### src/rtl/spi_slave_stream_if.sv
// ---------------------------------------------------------------------------
// spi_slave_stream_if
// Parallel-side stream interface of the SPI slave.
//   tx_data_bi / tx_valid_i / tx_ready_o : word to return to the SPI master,
//                                          accepted when valid && ready
//   rx_data_bo / rx_valid_o              : last complete word from the master,
//                                          rx_valid_o is a one-cycle strobe
// Modports: slave (the SPI block), master (the system side feeding it).
// ---------------------------------------------------------------------------
interface spi_slave_stream_if #(
  parameter int DATA_WIDTH = 8
);
  logic [DATA_WIDTH-1:0] tx_data_bi;
  logic                  tx_valid_i;
  logic                  tx_ready_o;
  logic [DATA_WIDTH-1:0] rx_data_bo;
  logic                  rx_valid_o;

  modport slave (
    input  tx_data_bi, tx_valid_i,
    output tx_ready_o, rx_data_bo, rx_valid_o
  );

  modport master (
    output tx_data_bi, tx_valid_i,
    input  tx_ready_o, rx_data_bo, rx_valid_o
  );
endinterface

### src/rtl/spi_slave_stream.sv
// ---------------------------------------------------------------------------
// spi_slave_stream
// SPI slave with a one-deep TX buffer and a strobed RX word output.
// Ports:
//   clk_i, rst_i        system clock, synchronous active-high reset
//   bus (slave)         tx_data_bi/tx_valid_i/tx_ready_o, rx_data_bo/rx_valid_o
//   busy_o              chip select asserted (registered)
//   underrun_o          one-cycle strobe: a word started with the TX buffer empty
//   spi_miso_o          serial out, forced 0 while CS is high
//   spi_mosi_i, spi_sclk_i, spi_cs_i (active low)
// Parameters: DATA_WIDTH (4..32), CPOL, CPHA, MSB_FIRST.
// Optional build macro SPI_SLAVE_INPUT_SYNC_EN: two-flop synchronisers on the
// SPI inputs (adds 2 clk_i of latency); undefined, inputs are used directly.
// clk_i must run at least 4x the SCLK frequency.
// ---------------------------------------------------------------------------
module spi_slave_stream #(
  parameter int DATA_WIDTH = 8,
  parameter int CPOL       = 0,
  parameter int CPHA       = 0,
  parameter int MSB_FIRST  = 0
) (
  input  logic                clk_i,
  input  logic                rst_i,
  spi_slave_stream_if.slave   bus,
  output logic                busy_o,
  output logic                underrun_o,
  output logic                spi_miso_o,
  input  logic                spi_mosi_i,
  input  logic                spi_sclk_i,
  input  logic                spi_cs_i
);
  localparam int   CNT_W    = $clog2(DATA_WIDTH);
  localparam logic IDLE_LVL = (CPOL != 0) ? 1'b1 : 1'b0;

  typedef enum logic [1:0] {IDLE = 2'd0, LOAD = 2'd1, SHIFT = 2'd2} state_t;

  // Next outgoing bit of a TX word.
  function automatic logic tx_head(input logic [DATA_WIDTH-1:0] w);
    return (MSB_FIRST != 0) ? w[DATA_WIDTH-1] : w[0];
  endfunction

  // TX word with the outgoing bit removed.
  function automatic logic [DATA_WIDTH-1:0] tx_next(input logic [DATA_WIDTH-1:0] w);
    return (MSB_FIRST != 0) ? {w[DATA_WIDTH-2:0], 1'b0} : {1'b0, w[DATA_WIDTH-1:1]};
  endfunction

  // RX word with a freshly sampled bit inserted.
  function automatic logic [DATA_WIDTH-1:0] rx_insert(input logic [DATA_WIDTH-1:0] w,
                                                      input logic b);
    return (MSB_FIRST != 0) ? {w[DATA_WIDTH-2:0], b} : {b, w[DATA_WIDTH-1:1]};
  endfunction

  logic sclk, mosi, cs_n;

`ifdef SPI_SLAVE_INPUT_SYNC_EN
  logic [1:0] sclk_sync, mosi_sync, cs_sync;

  // Two-flop synchronisers for the asynchronous SPI pins.
  always_ff @(posedge clk_i) begin
    if (rst_i) begin
      sclk_sync <= {2{IDLE_LVL}};
      mosi_sync <= 2'b00;
      cs_sync   <= 2'b11;
    end else begin
      sclk_sync <= {sclk_sync[0], spi_sclk_i};
      mosi_sync <= {mosi_sync[0], spi_mosi_i};
      cs_sync   <= {cs_sync[0], spi_cs_i};
    end
  end

  assign sclk = sclk_sync[1];
  assign mosi = mosi_sync[1];
  assign cs_n = cs_sync[1];
`else
  assign sclk = spi_sclk_i;
  assign mosi = spi_mosi_i;
  assign cs_n = spi_cs_i;
`endif

  state_t                state, state_next;
  logic                  armed;         // CS has been seen high since reset
  logic                  sclk_prev;
  logic [CNT_W-1:0]      bit_cnt;
  logic [DATA_WIDTH-1:0] tx_buf, tx_sr, rx_sr, rx_data, load_word;
  logic                  tx_empty, miso_bit, rx_valid, underrun, underrun_pend, busy;
  logic                  lead_edge, trail_edge, sample_edge, shift_edge, word_end;

  assign lead_edge   = (sclk != sclk_prev) && (sclk_prev == IDLE_LVL);
  assign trail_edge  = (sclk != sclk_prev) && (sclk == IDLE_LVL);
  assign sample_edge = (CPHA != 0) ? trail_edge : lead_edge;
  // In mode CPHA=0 the trailing edge right after the last sample of a word must
  // not shift: LOAD has already presented bit 0 of the next word by then.
  assign shift_edge  = (CPHA != 0) ? lead_edge : (trail_edge && (bit_cnt != {CNT_W{1'b0}}));
  assign word_end    = (state == SHIFT) && sample_edge && (bit_cnt == CNT_W'(DATA_WIDTH - 1));
  assign load_word   = tx_empty ? {DATA_WIDTH{1'b0}} : tx_buf;

  // FSM state register.
  always_ff @(posedge clk_i) begin
    if (rst_i) begin
      state <= IDLE;
    end else begin
      state <= state_next;
    end
  end

  // FSM next-state logic; CS high always wins.
  always_comb begin
    state_next = state;
    if (cs_n) begin
      state_next = IDLE;
    end else begin
      case (state)
        IDLE:    if (armed) state_next = LOAD; else state_next = IDLE;
        LOAD:    state_next = SHIFT;
        SHIFT:   if (word_end) state_next = LOAD; else state_next = SHIFT;
        default: state_next = IDLE;
      endcase
    end
  end

  // TX buffer, shifters, bit counter and registered status outputs.
  always_ff @(posedge clk_i) begin
    if (rst_i) begin
      armed         <= 1'b0;
      sclk_prev     <= IDLE_LVL;
      bit_cnt       <= {CNT_W{1'b0}};
      tx_buf        <= {DATA_WIDTH{1'b0}};
      tx_empty      <= 1'b1;
      tx_sr         <= {DATA_WIDTH{1'b0}};
      rx_sr         <= {DATA_WIDTH{1'b0}};
      rx_data       <= {DATA_WIDTH{1'b0}};
      rx_valid      <= 1'b0;
      miso_bit      <= 1'b0;
      underrun      <= 1'b0;
      underrun_pend <= 1'b0;
      busy          <= 1'b0;
    end else begin
      sclk_prev <= sclk;
      busy      <= ~cs_n;
      rx_valid  <= 1'b0;
      underrun  <= 1'b0;
      if (cs_n) armed <= 1'b1; else armed <= armed;

      // Buffer is drained by LOAD (only when full) and filled by a write (only
      // when empty), so both can never happen in the same cycle.
      if ((state == LOAD) && !tx_empty) begin
        tx_empty <= 1'b1;
      end else if (bus.tx_valid_i && tx_empty) begin
        tx_buf   <= bus.tx_data_bi;
        tx_empty <= 1'b0;
      end else begin
        tx_empty <= tx_empty;
      end

      if (cs_n || (state == IDLE)) begin
        bit_cnt       <= {CNT_W{1'b0}};
        tx_sr         <= {DATA_WIDTH{1'b0}};
        rx_sr         <= {DATA_WIDTH{1'b0}};
        miso_bit      <= 1'b0;
        underrun_pend <= 1'b0;
      end else if (state == LOAD) begin
        underrun_pend <= tx_empty;
        if (CPHA == 0) begin
          miso_bit <= tx_head(load_word);
          tx_sr    <= tx_next(load_word);
        end else begin
          miso_bit <= 1'b0;
          tx_sr    <= load_word;
        end
      end else begin
        // Underrun is reported once the word actually starts clocking, so a
        // LOAD that CS high cuts short does not count as a word.
        if (underrun_pend && (sample_edge || shift_edge)) begin
          underrun      <= 1'b1;
          underrun_pend <= 1'b0;
        end else begin
          underrun_pend <= underrun_pend;
        end
        if (sample_edge) begin
          rx_sr <= rx_insert(rx_sr, mosi);
          if (word_end) begin
            bit_cnt  <= {CNT_W{1'b0}};
            rx_data  <= rx_insert(rx_sr, mosi);
            rx_valid <= 1'b1;
          end else begin
            bit_cnt  <= bit_cnt + CNT_W'(1);
          end
        end else if (shift_edge) begin
          miso_bit <= tx_head(tx_sr);
          tx_sr    <= tx_next(tx_sr);
        end else begin
          bit_cnt <= bit_cnt;
        end
      end
    end
  end

  assign bus.tx_ready_o = tx_empty;
  assign bus.rx_data_bo = rx_data;
  assign bus.rx_valid_o = rx_valid;
  assign busy_o         = busy;
  assign underrun_o     = underrun;
  // Gated with CS so the line is released the moment CS rises.
  assign spi_miso_o     = miso_bit & ~cs_n;
endmodule

### src/flat_wrapper.sv
// flat-port wrapper written by rule: the top's interface ports become plain ports
module spi_slave_stream_flat 
#(
  parameter int DATA_WIDTH = 8,
  parameter int CPOL       = 0,
  parameter int CPHA       = 0,
  parameter int MSB_FIRST  = 0
)
  (clk_i, rst_i, busy_o, underrun_o, spi_miso_o, spi_mosi_i, spi_sclk_i, spi_cs_i, bus_tx_data_bi, bus_tx_valid_i, bus_tx_ready_o, bus_rx_data_bo, bus_rx_valid_o);
  spi_slave_stream_if #(.DATA_WIDTH(DATA_WIDTH)) bus_i ();
  input  logic clk_i;
  input  logic rst_i;
  output logic busy_o;
  output logic underrun_o;
  output logic spi_miso_o;
  input  logic spi_mosi_i;
  input  logic spi_sclk_i;
  input  logic spi_cs_i;
  input wire logic [$bits(bus_i.tx_data_bi)-1:0] bus_tx_data_bi;
  input wire logic [$bits(bus_i.tx_valid_i)-1:0] bus_tx_valid_i;
  output wire logic [$bits(bus_i.tx_ready_o)-1:0] bus_tx_ready_o;
  output wire logic [$bits(bus_i.rx_data_bo)-1:0] bus_rx_data_bo;
  output wire logic [$bits(bus_i.rx_valid_o)-1:0] bus_rx_valid_o;
  assign bus_i.tx_data_bi = bus_tx_data_bi;
  assign bus_i.tx_valid_i = bus_tx_valid_i;
  assign bus_tx_ready_o = bus_i.tx_ready_o;
  assign bus_rx_data_bo = bus_i.rx_data_bo;
  assign bus_rx_valid_o = bus_i.rx_valid_o;
  spi_slave_stream #(.DATA_WIDTH(DATA_WIDTH), .CPOL(CPOL), .CPHA(CPHA), .MSB_FIRST(MSB_FIRST)) u_core (.clk_i(clk_i), .rst_i(rst_i), .bus(bus_i), .busy_o(busy_o), .underrun_o(underrun_o), .spi_miso_o(spi_miso_o), .spi_mosi_i(spi_mosi_i), .spi_sclk_i(spi_sclk_i), .spi_cs_i(spi_cs_i));
endmodule
### config.mk
export PLATFORM = sky130hd
export DESIGN_NAME = spi_slave_stream_flat
export DESIGN_NICKNAME = d
export VERILOG_FILES = /design/src/rtl/spi_slave_stream_if.sv /design/src/rtl/spi_slave_stream.sv /design/src/flat_wrapper.sv
export SDC_FILE = /design/constraint.sdc
export NUM_CORES = 1
export LEC_CHECK = 0
export ABC_AREA = 1
export CORE_MARGIN = 10
export CORE_UTILIZATION = 53
export CTS_CLUSTER_DIAMETER = 50
export CTS_CLUSTER_SIZE = 16
export DETAILED_ROUTE_END_ITERATION = 12
export GPL_ROUTABILITY_DRIVEN = 0
export PLACE_DENSITY = 0.78
export SYNTH_ARGS = -nofsm -noshare
export SYNTH_HDL_FRONTEND = slang
export SYNTH_SLANG_ARGS = --single-unit
### constraint.sdc
create_clock -name clk_i -period 1.7 [get_ports clk_i]
set_input_delay 0.425 -clock clk_i [delete_from_list [all_inputs] [get_ports clk_i]]
set_output_delay 0.425 -clock clk_i [all_outputs]
set_load 0.02 [all_outputs]
==> run metrics <==
DR vias/cell 4.90; VDD IR max 519 uV; Avg Cell Area, Syn 7.61 sq um; most common cell in the netlist nor2_1; relative slew slack 0.774; global-route wire length before repair 6400 microns; Synth Cell Area 1810 sq um; PwrDens 831 nW/um^2; routed len/inst 11.2 microns; outcome finished clean; setup TNS 0 ns; GRT Util Overall 0.128; achievable frequency 641 MHz; IO Count 27; DRC errors left 0; RSZ-0062 raised after global routing false; layout cells sized above 1 0.126; CTS buffer count 5; Startpoint Class input port; Final Max Slew Viols 0; area fraction of the dominant cell type after synthesis 0.475; H-tree depth 2; number of synthesized register bits 43; Worst-path clk slew 0.12 ns; deepest clock path buffer count 2; nets 293; Antenna Cells 0; total power 1.88 mW; storage element area 861 sq um; vias in the first global route 1475; largest net degree at the start of global routing 25; CTS tree built; RR Startpoint u_core.bit_cnt[0]$_SDFFE_PP0P_; Reg2Reg Setup Slack 0.37 ns; Worst Hold Class reg -> reg; Worst EP arrival 1.13 ns; cell taking the most area after synthesis dfxtp_1; async set-reset flop share out of synthesis 0; clock sinks 43; Final Hold Vio Count 0; Max Cap Viol 0; Tcrit/Tclk final 0.917; Reg2Reg Depth 8; fin util 0.685; Final Instance Area 2270 sq um; crit path from spi_cs_i; Leakage 0.947 nW; CP Class in -> out; antenna violations before repair 0; Area after DPL 2200 sq um; area delta synth->final 25.2%; multi-input logic area 817 sq um; DIE WIDTH 78.5 microns; Main synth FF type dfxtp_1; Post-synth EDFFs 0; syn nets 255; Cells after Synth 238; num rows 21; Setup Buffers After CTS 0; PortBufs 26; end of the critical path spi_miso_o; post-cts sizing count 15; clk_lat worst skew 0.36 ns; Die H 78.5 microns; Final ANT Viol Nets 0; fin crit period 1.56 ns; CP endpoint kind primary output; WP data required 1.27 ns; final wirelength 3630 microns; sequential area share after synthesis 0.475; Die ar. 6160 sq um; commonest cells in the netlist nor2_1, dfxtp_1, nand2_1, o21ai_0, a21oi_1; Final Setup Violations 0; fillers 294; Detailed Route Iter0 Violations 118; Least-Margin Pin Slew 0.340 ns; Synth cell types 23; Worst Path Max Fanout 2; DPL Wire Length 2620 microns; grt total ovfl 0; detailed-route via count 1583; Worst R2R End u_core.bus.rx_data_bo[1]$_SDFFE_PP0P_; total core area 3310 sq um; root buf cell clkbuf_4; CTS Hold Bufs 0; warning count from the yosys run 0; Initial Utilization 0.547; Initial DRT Pass Iterations 4; dominant cells by area after synthesis dfxtp_1, nor2_1, nand2_1; skew final 0.00613 ns
-- flip-flops by register name, indices dropped and copies added, names as in the netlist, 2 cells and up --
name / flops
u_core.bus.rx_data_bo: 8
u_core.bit_cnt: 3
u_core.tx_sr: 7
u_core.rx_sr: 7
u_core.tx_buf: 8
u_core.state: 2
-- logic make-up (layout without fill, tap and decap cells) --
kind of cell               after synthesis  in the layout  share of synthesized area
DFF                                     43             43                      0.475
and+or+nand+nor                        114            114                      0.282
buffers and inverters                   28             67                     0.0739
adders and majority gates                3              3                     0.0207
AOI/OAI and AO/OA                       50             50                      0.148
-- worst min path at each step --
stage                                            start                           end  slack [ns]  depth (start not counted)
final                     u_core.rx_sr[1]$_SDFFE_PP0P_  u_core.rx_sr[1]$_SDFFE_PP0P_        0.46                          2
after global routing      u_core.rx_sr[1]$_SDFFE_PP0P_  u_core.rx_sr[1]$_SDFFE_PP0P_        0.50                          2
after CTS                 u_core.rx_sr[1]$_SDFFE_PP0P_  u_core.rx_sr[1]$_SDFFE_PP0P_        0.46                          2
after detailed placement  u_core.rx_sr[1]$_SDFFE_PP0P_  u_core.rx_sr[1]$_SDFFE_PP0P_        0.44                          2
after global placement    u_core.rx_sr[1]$_SDFFE_PP0P_  u_core.rx_sr[1]$_SDFFE_PP0P_        0.44                          2
after floorplan           u_core.rx_sr[1]$_SDFFE_PP0P_  u_core.rx_sr[1]$_SDFFE_PP0P_        0.43                          2
-- stage by stage --
stage | setup WS [ns] | cells | hold WS, ns
after floorplan | 0.418 | 238 | 0.430
after global placement | -0.274 | 315 | 0.443
after detailed placement | -0.311 | 315 | 0.445
after CTS | 0.0380 | 323 | 0.463
after global routing | 0.0529 | 323 | 0.504
final | 0.141 | 323 | 0.463
-- placed cells by master, fill, tap and decap left out, drive strengths merged --
cell	count
a21oi	24
buf	13
bufinv	1
clkbuf	6
clkdlybuf4s50	13
clkinv	2
dfxtp	43
dlygate4sd2	12
ha	3
inv	20
nand2	39
nand3	15
nand3b	6
nor2	53
nor4	1
o211ai	1
o21ai	25
-- area by class of cell --
| cell class | instances | area share |
|---|---|---|
| clock buffers | 6 | 0.0226 |
| clock inverters | 2 | 0.0154 |
| inverters | 21 | 0.0347 |
| multi-input cells | 167 | 0.360 |
| flip-flops and latches | 43 | 0.379 |
| well taps | 46 | 0.0254 |
| repair buffers | 38 | 0.162 |
-- power by group --
group          switching, mW  internal [mW]  leakage [nW]
combinational         0.0904         0.0743         0.549
clock                  0.327          0.348        0.0482
sequential            0.0132           1.03         0.350
total                  0.431           1.45         0.947
-- routing by layer --
metal | track usage | vias to the layer above | wire (microns)
li1 | - | 848 | -
met2 | 0.197 | 31 | 1590
met5 | 0 | - | 0
met4 | 0.0538 | 0 | 63
met3 | 0.0569 | 6 | 206
met1 | 0.150 | 698 | 1770
-- critical path: stages --
cell	delay, ns
clkdlybuf4s50_1	0.42
nor2_1	0.11
buf_2	0.18
Note: power is estimated with default switching activity, not from simulation.
